$ cat config.mk
export PLATFORM = sky130hd
export DESIGN_NAME = axi4_lite_regfile_slave
export DESIGN_NICKNAME = d
export VERILOG_FILES = /design/src/rtl/axi4_lite_regfile_slave.sv
export SDC_FILE = /design/constraint.sdc
export NUM_CORES = 1
export LEC_CHECK = 0
export CAP_MARGIN = 20
export CELL_PAD_IN_SITES_DETAIL_PLACEMENT = 0
export CELL_PAD_IN_SITES_GLOBAL_PLACEMENT = 1
export CORE_MARGIN = 4
export CORE_UTILIZATION = 40
export CTS_CLUSTER_SIZE = 14
export DETAILED_ROUTE_END_ITERATION = 10
export GPL_TIMING_DRIVEN = 0
export PLACE_DENSITY_LB_ADDON = 0.1
export SETUP_SLACK_MARGIN = 0.2
export SLEW_MARGIN = 20
export SYNTH_ARGS = -nofsm -noshare
export SYNTH_HDL_FRONTEND = slang
export SYNTH_SLANG_ARGS = --single-unit
$ cat constraint.sdc
create_clock -name clk -period 17.75 [get_ports clk]
set_input_delay 1.775 -clock clk [delete_from_list [all_inputs] [get_ports clk]]
set_output_delay 1.775 -clock clk [all_outputs]
set_load 0.1 [all_outputs]
$ cat src/rtl/axi4_lite_regfile_slave.sv
// AXI4-Lite register-file responder: NUM_REGS x 32-bit software-visible registers
// with independent AW/W acceptance, byte-strobed commits and OKAY/SLVERR responses.
// Optional feature macro: REGFILE_RO_ID_EN -- register 0 becomes the read-only
// constant ID_VALUE (reads OKAY, writes SLVERR). Without it, register 0 is plain R/W.
module axi4_lite_regfile_slave #(
  parameter int unsigned ADDR_WIDTH = 32,
  parameter int unsigned DATA_WIDTH = 32,
  parameter int unsigned NUM_REGS   = 16,
  parameter logic [31:0] ID_VALUE   = 32'h5243_0001
) (
  input  logic                  clk,
  input  logic                  rst,
  input  logic [ADDR_WIDTH-1:0] awaddr,
  input  logic                  awvalid,
  output logic                  awready,
  input  logic [DATA_WIDTH-1:0] wdata,
  input  logic [3:0]            wstrb,
  input  logic                  wvalid,
  output logic                  wready,
  output logic [1:0]            bresp,
  output logic                  bvalid,
  input  logic                  bready,
  input  logic [ADDR_WIDTH-1:0] araddr,
  input  logic                  arvalid,
  output logic                  arready,
  output logic [DATA_WIDTH-1:0] rdata,
  output logic [1:0]            rresp,
  output logic                  rvalid,
  input  logic                  rready
);

  localparam int unsigned IDX_W       = $clog2(NUM_REGS);
  localparam logic [1:0]  RESP_OKAY   = 2'b00;
  localparam logic [1:0]  RESP_SLVERR = 2'b10;

  typedef enum logic [1:0] {W_IDLE, W_COMMIT, W_RESP} w_state_e;
  typedef enum logic       {R_IDLE, R_DATA}           r_state_e;

  // Word index inside the local window; byte-offset bits [1:0] are ignored.
  function automatic logic [IDX_W-1:0] reg_idx(input logic [ADDR_WIDTH-1:0] addr);
    return addr[2 +: IDX_W];
  endfunction

  // Any set bit above the index field means the access misses the register bank.
  function automatic logic out_of_range(input logic [ADDR_WIDTH-1:0] addr);
    logic [ADDR_WIDTH-1:0] upper;
    upper = addr >> (2 + IDX_W);
    return |upper;
  endfunction

  function automatic logic write_rejected(input logic [ADDR_WIDTH-1:0] addr);
`ifdef REGFILE_RO_ID_EN
    return out_of_range(addr) || (reg_idx(addr) == '0);
`else
    return out_of_range(addr);
`endif
  endfunction

`ifndef REGFILE_RO_ID_EN
  // ID_VALUE only matters when the read-only ID register is built in.
  logic unused_id_value;
  assign unused_id_value = ^ID_VALUE;
`endif

  // Write-side state
  w_state_e              w_state_q, w_state_d;
  logic                  aw_held_q, aw_held_d;
  logic [ADDR_WIDTH-1:0] aw_addr_q, aw_addr_d;
  logic                  w_held_q, w_held_d;
  logic [DATA_WIDTH-1:0] w_data_q, w_data_d;
  logic [3:0]            w_strb_q, w_strb_d;
  logic [1:0]            bresp_q, bresp_d;
  logic [DATA_WIDTH-1:0] regs_q [NUM_REGS];
  logic [DATA_WIDTH-1:0] regs_d [NUM_REGS];

  // Read-side state
  r_state_e              r_state_q, r_state_d;
  logic [DATA_WIDTH-1:0] rdata_q, rdata_d;
  logic [1:0]            rresp_q, rresp_d;

  logic aw_hs;
  logic w_hs;

  // Ready/valid outputs come straight from flops; no input-to-output paths.
  assign bvalid  = (w_state_q == W_RESP);
  assign awready = !aw_held_q && !bvalid;
  assign wready  = !w_held_q && !bvalid;
  assign bresp   = bresp_q;
  assign rvalid  = (r_state_q == R_DATA);
  assign arready = (r_state_q == R_IDLE);
  assign rdata   = rdata_q;
  assign rresp   = rresp_q;

  assign aw_hs = awvalid && awready;
  assign w_hs  = wvalid && wready;

  // Write channel: capture AW/W independently, commit once both are held, then respond.
  always_comb begin
    // NOTE: every _d takes its current value first, so no branch can leave it
    // unassigned and infer a latch.
    w_state_d = w_state_q;
    aw_held_d = aw_held_q;
    aw_addr_d = aw_addr_q;
    w_held_d  = w_held_q;
    w_data_d  = w_data_q;
    w_strb_d  = w_strb_q;
    bresp_d   = bresp_q;
    regs_d    = regs_q;

    if (aw_hs) begin
      aw_held_d = 1'b1;
      aw_addr_d = awaddr;
    end
    if (w_hs) begin
      w_held_d = 1'b1;
      w_data_d = wdata;
      w_strb_d = wstrb;
    end

    case (w_state_q)
      W_IDLE: begin
        // A handshake this cycle counts as held, so same-cycle AW+W commit next cycle.
        if ((aw_held_q || aw_hs) && (w_held_q || w_hs)) begin
          w_state_d = W_COMMIT;
        end
      end
      W_COMMIT: begin
        w_state_d = W_RESP;
        aw_held_d = 1'b0;
        w_held_d  = 1'b0;
        if (write_rejected(aw_addr_q)) begin
          bresp_d = RESP_SLVERR;
        end else begin
          bresp_d = RESP_OKAY;
          for (int i = 0; i < 4; i++) begin
            if (w_strb_q[i]) begin
              regs_d[reg_idx(aw_addr_q)][8*i +: 8] = w_data_q[8*i +: 8];
            end
          end
        end
      end
      W_RESP: begin
        if (bready) begin
          w_state_d = W_IDLE;
        end
      end
      default: w_state_d = W_IDLE;
    endcase
  end

  // Write-side registers, including the register bank itself.
  always_ff @(posedge clk or posedge rst) begin
    // NOTE: sequential state uses non-blocking assignments so every flop samples
    // pre-edge values; the combinational blocks above use blocking ones.
    if (rst) begin
      w_state_q <= W_IDLE;
      aw_held_q <= 1'b0;
      aw_addr_q <= '0;
      w_held_q  <= 1'b0;
      w_data_q  <= '0;
      w_strb_q  <= '0;
      bresp_q   <= RESP_OKAY;
      // NOTE: the bank is small and software expects all-zero after reset, so it is
      // built from resettable flops rather than an unreset RAM macro.
      regs_q    <= '{default: '0};
    end else begin
      w_state_q <= w_state_d;
      aw_held_q <= aw_held_d;
      aw_addr_q <= aw_addr_d;
      w_held_q  <= w_held_d;
      w_data_q  <= w_data_d;
      w_strb_q  <= w_strb_d;
      bresp_q   <= bresp_d;
      regs_q    <= regs_d;
    end
  end

  // Read channel: capture data/response at the AR handshake and hold until rready.
  always_comb begin
    r_state_d = r_state_q;
    rdata_d   = rdata_q;
    rresp_d   = rresp_q;
    case (r_state_q)
      R_IDLE: begin
        if (arvalid) begin
          r_state_d = R_DATA;
          if (out_of_range(araddr)) begin
            rdata_d = '0;
            rresp_d = RESP_SLVERR;
          end
`ifdef REGFILE_RO_ID_EN
          else if (reg_idx(araddr) == '0) begin
            rdata_d = ID_VALUE;
            rresp_d = RESP_OKAY;
          end
`endif
          else begin
            // Reads the pre-commit bank, so a same-cycle commit is not visible yet.
            rdata_d = regs_q[reg_idx(araddr)];
            rresp_d = RESP_OKAY;
          end
        end
      end
      R_DATA: begin
        if (rready) begin
          r_state_d = R_IDLE;
        end
      end
      default: r_state_d = R_IDLE;
    endcase
  end

  // Read-side registers.
  always_ff @(posedge clk or posedge rst) begin
    if (rst) begin
      r_state_q <= R_IDLE;
      rdata_q   <= '0;
      rresp_q   <= RESP_OKAY;
    end else begin
      r_state_q <= r_state_d;
      rdata_q   <= rdata_d;
      rresp_q   <= rresp_d;
    end
  end

endmodule

==> key figures, run 1 <==
Status
  – Outcome: complete, no violations

Die
  – Number of I/O pins: 148
  – Die Footprint: 74400 um^2
  – Die Width: 273 um
  – Starting density of the core: 40.6%
  – Placeable core area: 69100 um^2
  – Row count: 96
  – Y dimension of the die: 273 um

STA
  – Setup repair after global routing missed its margin: no
  – Fin. Hold Viols: 0
  – Fin Clk Skew: 22.1 ps
  – Fmax: 0.225 GHz
  – Max-slew violation total from the final report: 0
  – Relative slew slack: 22.6%
  – Setup-violating endpoint count in the final report: 0
  – Pin slew with the least headroom to its limit: 1150 ps
  – Final cycle utilization of the critical path: 25.0%
  – Min Clock Period, post-route: 4440 ps
  – Post-route setup TNS: 0 ps

GRT
  – Layer with the highest usage after global routing: met2
  – Number of antenna violations at the first check in global routing: 3
  – Via count of the first global-routing pass: 19000
  – GR Layer Usage met2: 36.8%
  – Wire length of the first global-routing pass: 125000 um
  – Routing usage on met3: 3.97%
  – Global route overflow: 0
  – Pin count of the biggest net entering global routing: 35
  – Global routing met1 resource utilization: 31.4%
  – Global Route Usage Sum: 22.5%

Critical path
  – Maximum fanout along the worst path: 10
  – CP arrival: 4890 ps
  – Source of the worst register-to-register timing path: aw_addr_q[17]$_DFFE_PP0P_
  – Type of the worst setup path: primary input to flip-flop
  – Critical Path Sink Type: flip-flop
  – R2R cell count: 6
  – Launching element of the worst setup path: araddr[2]
  – Required time of the critical path: 18200 ps
  – Startpoint class of the critical path: primary input

Cells and area
  – Most common library cell in the layout ignoring fill and taps: sky130_fd_sc_hd__dfrtp_1
  – Most frequent cells in the layout: sky130_fd_sc_hd__dfrtp_1 (617), sky130_fd_sc_hd__mux2_2 (545), sky130_fd_sc_hd__mux2i_1 (252)
  – Design Area, Final: 33400 um^2
  – Share of post-route cells with drive strength above 1: 35.7%
  – Post-layout nets: 2335
  – Post-synthesis to final-layout area growth: 19.0%

Pwr
  – PD cells: 108 nW/um^2
  – Switching power total: 1.05 mW
  – Standby leakage power: 16.1 nW
  – Sequential cell fraction of total power: 45.1%
  – Fraction of power spent switching nets: 29.3%
  – Combinational Power Share: 14.3%
  – Max VDD drop: 72.9 uV
  – Internal portion of total power: 2.53 mW
  – Power share of the clock group: 40.6%

Detailed routing
  – Count of vias placed by the detailed router: 17700
  – Antenna Nets Post-Route: 0
  – Total wire length after detailed routing: 83000 um
  – Routed wire per std cell: 25.9 um
  – Drt first-iter violations: 922
  – Post-detailed-route via-to-cell ratio: 5.51
  – Pre-antenna DRT Iters: 5
  – Detailed-route DRC error count: 0

Yosys
  – Number of different library cells in the post-synthesis netlist: 37
  – Number of enable flip-flop cells after synthesis: 0
  – Proportion of register bits with asynchronous set or reset after synthesis: 100%
  – Sequential-to-total area share from yosys stat: 55.1%
  – Ys flop type: sky130_fd_sc_hd__dfrtp_1
  – Area fraction of the dominant cell type after synthesis: 55.1%
  – Post-Syn Instances: 1992
  – Area of the mapped netlist: 28000 um^2
  – Cell type contributing the most total cell area after synthesis: sky130_fd_sc_hd__dfrtp_1
  – Count of warnings emitted by yosys: 0
  – Flop and latch count out of synthesis: 617
  – Avg Cell Area, Syn: 14.1 um^2
  – Most area-consuming cells after synthesis: sky130_fd_sc_hd__dfrtp_1 (55%), sky130_fd_sc_hd__mux2_2 (22%), sky130_fd_sc_hd__mux2i_1 (9.0%), sky130_fd_sc_hd__nor3_4 (2.3%), sky130_fd_sc_hd__o22ai_1 (2.1%)

Placed design
  – Dpl hpwl: 56000 um
  – Placer congestion estimate: 0.815
  – IO buf count: 141
  – Area of placed instances: 31000 um^2

Clock tree
  – Clock insertion delay at the later pin of the skew report: 610 ps
  – Count of clock tree sinks: 617
  – CTS H-Tree Depth: 3
  – Total clock buffers created by CTS: 71
  – Root buffer cell: sky130_fd_sc_hd__clkbuf_16
  – CTS tree: built
  – CTS Buffer Depth: 3
  – Post_cts resized: 0
  – Post-CTS clock slew at the launch and capture registers of the worst setup and hold paths: 60 ps
  – Setup Buffers After CTS: 0
  – Count of hold buffers inserted by post-cts repair: 0

Flow run
  – MaxCap Viol Count: 0

Min path
  – Hold Path Class: flip-flop to flip-flop
  – Launch instance of the worst min-delay path: w_state_q[0]$_DFFE_PP0P_
  – Hold depth: 1
[power groups by stage]
stage	sequential [mW]	combinational [mW]	clock, mW
2_1_floorplan	1.59	0.326	0
3_3_place_gp	1.64	0.492	0
3_5_place_dp	1.64	0.518	0
4_1_cts	1.62	0.519	1.49
5_1_grt	1.63	0.554	1.55
6_report	1.62	0.513	1.46
[per-layer routing]
| layer | up-vias | part of all wire, % |
|---|---|---|
| met1 | 9400 | 46 |
| met3 | 127 | 3.9 |
| li1 | 7809 | - |
| met4 | 2 | 2.5 |
| met2 | 330 | 47 |
| met5 | - | 0.016 |
[Yosys cell counts (27+ instances only)]
| cell | n |
|---|---|
| sky130_fd_sc_hd__dfrtp_1 | 617 |
| sky130_fd_sc_hd__mux2_2 | 545 |
| sky130_fd_sc_hd__mux2i_1 | 252 |
| sky130_fd_sc_hd__o22ai_1 | 95 |
| sky130_fd_sc_hd__nor3_1 | 64 |
| sky130_fd_sc_hd__clkbuf_1 | 47 |
| sky130_fd_sc_hd__nand2_1 | 44 |
| sky130_fd_sc_hd__nor2_1 | 40 |
| sky130_fd_sc_hd__nor3_4 | 40 |
| sky130_fd_sc_hd__buf_1 | 39 |
| sky130_fd_sc_hd__o21ai_0 | 33 |
| sky130_fd_sc_hd__o31ai_1 | 32 |
| sky130_fd_sc_hd__buf_2 | 27 |
[area by class of cell]
type | count | area [um^2]
Antenna cell | 1 | 2.50
Multi-Input combinational cell | 1252 | 12100
Tap cell | 931 | 1160
Inverter | 5 | 22.5
Timing Repair Buffer | 162 | 1830
Clock buffer | 99 | 2120
Clock inverter | 18 | 195
Sequential cell | 617 | 15400
Buffer | 119 | 513
Fill cell | 6030 | 35700
[state kept, by name, summed over array words and instances (netlist names)]
name and cells:
aw_addr_q 30, aw_held_q 1, bresp 1, rdata 32, regs_q 512, rresp 1, rvalid 1, w_data_q 32
w_held_q 1, w_state_q 2, w_strb_q 4
[critical path: stages]
cell and delay, ps:
sky130_fd_sc_hd__clkdlybuf4s50_1 500, sky130_fd_sc_hd__clkbuf_1 500, sky130_fd_sc_hd__clkbuf_1 660, sky130_fd_sc_hd__buf_2 550
sky130_fd_sc_hd__mux2i_1 290, sky130_fd_sc_hd__nor2_1 60, sky130_fd_sc_hd__nor3_1 430, sky130_fd_sc_hd__o31ai_1 110
[worst paths after layout]
kind                                             end  slack (ps)
max                             rdata[4]$_DFFE_PP0P_       13310
max reg2reg                    regs_q[8]$_DFFE_PP0P_       14580
max in group asynchronous   w_data_q[11]$_DFFE_PP0P_       14250
min                         w_state_q[0]$_DFFE_PP0P_         470
min in group asynchronous  aw_addr_q[17]$_DFFE_PP0P_        1560
min reg2reg                 w_state_q[0]$_DFFE_PP0P_         470
[kinds of logic after synthesis]
family | after synthesis | synth area share, %
buffers and inverters | 124 | 1.89
flip-flops | 617 | 55.1
multiplexers | 832 | 32.7
other | 1 | 0.0134
AO/OA/AOI/OAI | 166 | 3.71
AND/OR/NAND/NOR | 252 | 6.57
[metrics by stage]
stage / utilization, % / std cells / hold slack, ps / total power [mW] / worst slack (ps)
floorplan: - / 1993 / 428 / 1.92 / 7550
global placement: 44.3 / 3065 / 450 / 2.13 / 3690
detailed placement: 44.9 / 3086 / 458 / 2.16 / 12610
CTS: 48.3 / 3203 / 469 / 3.63 / 13260
global route: 48.3 / 3203 / 499 / 3.73 / 13190
finish: 48.3 / 3204 / 470 / 3.59 / 13310
(Power assumes the default switching activity.)
==> run 2, diff against run 1 <==
- clock period: 17.75 -> 4.1 ns (I/O delays scaled with it)
==> results of run 2 <==
Same layout as run 1 (identical final DEF). Status: complete, no violations.
Among the figures that moved: setup slack after placement 12610 ps -> 326 ps; setup slack after layout 13310 ps -> 926 ps; hold slack 470 ps -> 200 ps; start point of the critical path araddr[2] -> aw_addr_q[17]$_DFFE_PP0P_; end point of the critical path rdata[4]$_DFFE_PP0P_ -> regs_q[8]$_DFFE_PP0P_; register-to-register setup slack 14580 ps -> 930 ps; total power 3.59 mW -> 15.5 mW; worst IR drop on VDD 72.9 uV -> 316 uV
==> run 3, diff against run 2 <==
- clock period: 4.1 -> 2.9 ns (I/O delays scaled with it)
==> key figures, run 3 (same netlist as run 1, synthesis figures left out) <==
Die
  – Y dimension of the die: 273 um (unchanged)
  – Die Width: 273 um (unchanged)
  – Starting density of the core: 40.6% (unchanged)
  – Row count: 96 (unchanged)
  – Placeable core area: 69100 um^2 (unchanged)
  – Number of I/O pins: 148 (unchanged)
  – Die Footprint: 74400 um^2 (unchanged)

STA
  – Final cycle utilization of the critical path: 96.9% (was 77.4%)
  – Fmax: 0.356 GHz (was 0.315 GHz)
  – Post-route setup TNS: 0 ps (unchanged)
  – Fin Clk Skew: 23.2 ps (was 22.1 ps)
  – Fin. Hold Viols: 0 (unchanged)
  – Max-slew violation total from the final report: 0 (unchanged)
  – Setup-violating endpoint count in the final report: 0 (unchanged)
  – Relative slew slack: 20.5% (was 22.6%)
  – Setup repair after global routing missed its margin: yes (was no)
  – Min Clock Period, post-route: 2810 ps (was 3170 ps)
  – Pin slew with the least headroom to its limit: 1190 ps (was 1150 ps)

Placed design
  – Dpl hpwl: 56000 um (unchanged)
  – Placed cell count: 3086 (unchanged)
  – Placer congestion estimate: 0.815 (unchanged)
  – Area of placed instances: 31000 um^2 (unchanged)
  – IO buf count: 141 (unchanged)

GRT
  – Pin count of the biggest net entering global routing: 35 (unchanged)
  – Global route overflow: 0 (unchanged)
  – Via count of the first global-routing pass: 19400 (was 19000)
  – Wire length of the first global-routing pass: 126000 um (was 125000 um)
  – Number of antenna violations at the first check in global routing: 2 (was 3)
  – Global Route Usage Sum: 22.7% (was 22.5%)

Detailed routing
  – Drt first-iter violations: 995 (was 922)
  – Antenna Nets Post-Route: 0 (unchanged)
  – Pre-antenna DRT Iters: 5 (unchanged)
  – Post-detailed-route via-to-cell ratio: 5.49 (was 5.51)
  – Detailed-route DRC error count: 0 (unchanged)
  – Count of vias placed by the detailed router: 18000 (was 17700)
  – Routed wire per std cell: 25.6 um (was 25.9 um)
  – Total wire length after detailed routing: 83700 um (was 83000 um)

Cells and area
  – Post-synthesis to final-layout area growth: 24.3% (was 19.0%)
  – Final core area utilization: 50.4% (was 48.3%)
  – Most frequent cells in the layout: sky130_fd_sc_hd__dfrtp_1 (617), sky130_fd_sc_hd__mux2_2 (545), sky130_fd_sc_hd__mux2i_1 (252) (unchanged)
  – Max reg flops: 512 (unchanged)
  – Post-layout nets: 2409 (was 2335)
  – Share of post-route cells with drive strength above 1: 37.9% (was 35.7%)
  – Top register by number of flip-flops: regs_q (unchanged)
  – Most common library cell in the layout ignoring fill and taps: sky130_fd_sc_hd__dfrtp_1 (unchanged)
  – Non-filler cells in the finished layout: 3277 (was 3204)
  – Antenna diode count: 0 (was 1)
  – Design Area, Final: 34800 um^2 (was 33400 um^2)

Clock tree
  – Post-CTS clock slew at the launch and capture registers of the worst setup and hold paths: 60 ps (about the same)
  – CTS Buffer Depth: 3 (unchanged)
  – CTS H-Tree Depth: 3 (unchanged)
  – Clock insertion delay at the later pin of the skew report: 610 ps (about the same)
  – Root buffer cell: sky130_fd_sc_hd__clkbuf_16 (unchanged)
  – CTS tree: built (unchanged)
  – Count of clock tree sinks: 617 (unchanged)
  – Total clock buffers created by CTS: 71 (unchanged)

Critical path
  – Startpoint class of the critical path: flip-flop (unchanged)
  – Minimum setup slack among reg-to-reg paths: 90 ps (was 930 ps)
  – Critical Path Sink Type: flip-flop (unchanged)
  – CP arrival: 3290 ps (was 3650 ps)
  – Crit path cell chain: nor4_4 > nand4_2 > buf_6 > nor3_4 > buf_12 > mux2_2 (was nor4_1 > nand4_1 > buf_2 > buf_2 > nor3_2 > mux2_2)
  – Max stage delay on crit path: 580 ps (was 890 ps)
  – R2R cell count: 6 (unchanged)
  – Maximum fanout along the worst path: 10 (unchanged)
  – Source of the worst register-to-register timing path: aw_addr_q[21]$_DFFE_PP0P_ (was aw_addr_q[17]$_DFFE_PP0P_)
  – Buffering stage count on the worst path with inverters included: 2 (unchanged)
  – Type of the worst setup path: flip-flop to flip-flop (unchanged)
  – Slowest cell on the critical path: sky130_fd_sc_hd__nand4_2 (was sky130_fd_sc_hd__nor3_2)
  – Family with the most delay on the worst path: simple AND/OR/NAND/NOR gates (unchanged)
  – Required time of the critical path: 3380 ps (was 4580 ps)
  – FF-to-FF End: regs_q[246]$_DFFE_PP0P_ (was regs_q[8]$_DFFE_PP0P_)

Pwr
  – PD cells: 631 nW/um^2 (was 466 nW/um^2)
  – Standby leakage power: 17.0 nW (was 16.1 nW)
  – Power share of the clock group: 40.5% (was 40.6%)
  – Combinational Power Share: 14.4% (was 14.3%)
  – Fraction of power spent switching nets: 29.5% (was 29.3%)
  – Max VDD drop: 450 uV (was 316 uV)
  – Switching power total: 6.49 mW (was 4.56 mW)
  – Sequential cell fraction of total power: 45.1% (about the same)
  – Internal portion of total power: 15.5 mW (was 11.0 mW)

Flow run
  – MaxCap Viol Count: 0 (unchanged)

Min path
  – Hold Path Class: primary input to asynchronous set/reset pin (unchanged)

Status
  – Outcome: complete, no violations (unchanged)
[run 3: cell type report]
cell class | instances | area (um^2)
Tap cell | 931 | 1160
Multi-Input combinational cell | 1252 | 12200
Buffer | 119 | 531
Clock buffer | 99 | 2120
Inverter | 5 | 22.5
Clock inverter | 18 | 195
Timing Repair Buffer | 236 | 3150
Sequential cell | 617 | 15400
Fill cell | 5867 | 34200
[run 3: through the flow]
stage | hold WS (ps) | power [mW] | setup slack (ps)
3_5_place_dp | 458 | 13.2 | -754
3_3_place_gp | 450 | 13.0 | -9670
2_1_floorplan | 386 | 11.8 | -5810
4_1_cts | 67.6 | 22.2 | -168
5_1_grt | 110 | 22.9 | 1.16
6_report | 79.5 | 22.0 | 91.0
[run 3: worst max path at each step]
stage / cells past startpoint / endpoint / startpoint
after floorplan: 1 / aw_addr_q[10]$_DFFE_PP0P_ / rst
after global placement: 2 / regs_q[427]$_DFFE_PP0P_ / rst
after detailed placement: 8 / rdata[4]$_DFFE_PP0P_ / araddr[2]
after CTS: 5 / regs_q[117]$_DFFE_PP0P_ / aw_addr_q[17]$_DFFE_PP0P_
after global routing: 6 / regs_q[406]$_DFFE_PP0P_ / aw_addr_q[21]$_DFFE_PP0P_
final: 6 / regs_q[246]$_DFFE_PP0P_ / aw_addr_q[21]$_DFFE_PP0P_
[run 3: metal layers]
layer  track usage [%]  part of all wire [%]
met1              31.7                    46
met3              3.88                   3.7
met4              5.87                   2.5
met2              37.0                    48
met5                 0                 0.016
[run 3: timing repair]
item	in CTS	in global routing
pin swaps	49	13
setup buffers	57	17
hold buffers	0	0
resized for setup	20	27
setup endpoints to repair	548	435
endpoints found under the hold margin	0	0
[run 3: power groups by stage]
stage / clock, mW / combinational (mW) / sequential, mW
3_5_place_dp: 0 / 3.17 / 10.0
4_1_cts: 9.15 / 3.18 / 9.89
2_1_floorplan: 0 / 2.00 / 9.76
5_1_grt: 9.49 / 3.41 / 9.98
6_report: 8.91 / 3.17 / 9.91
3_3_place_gp: 0 / 3.01 / 10.0
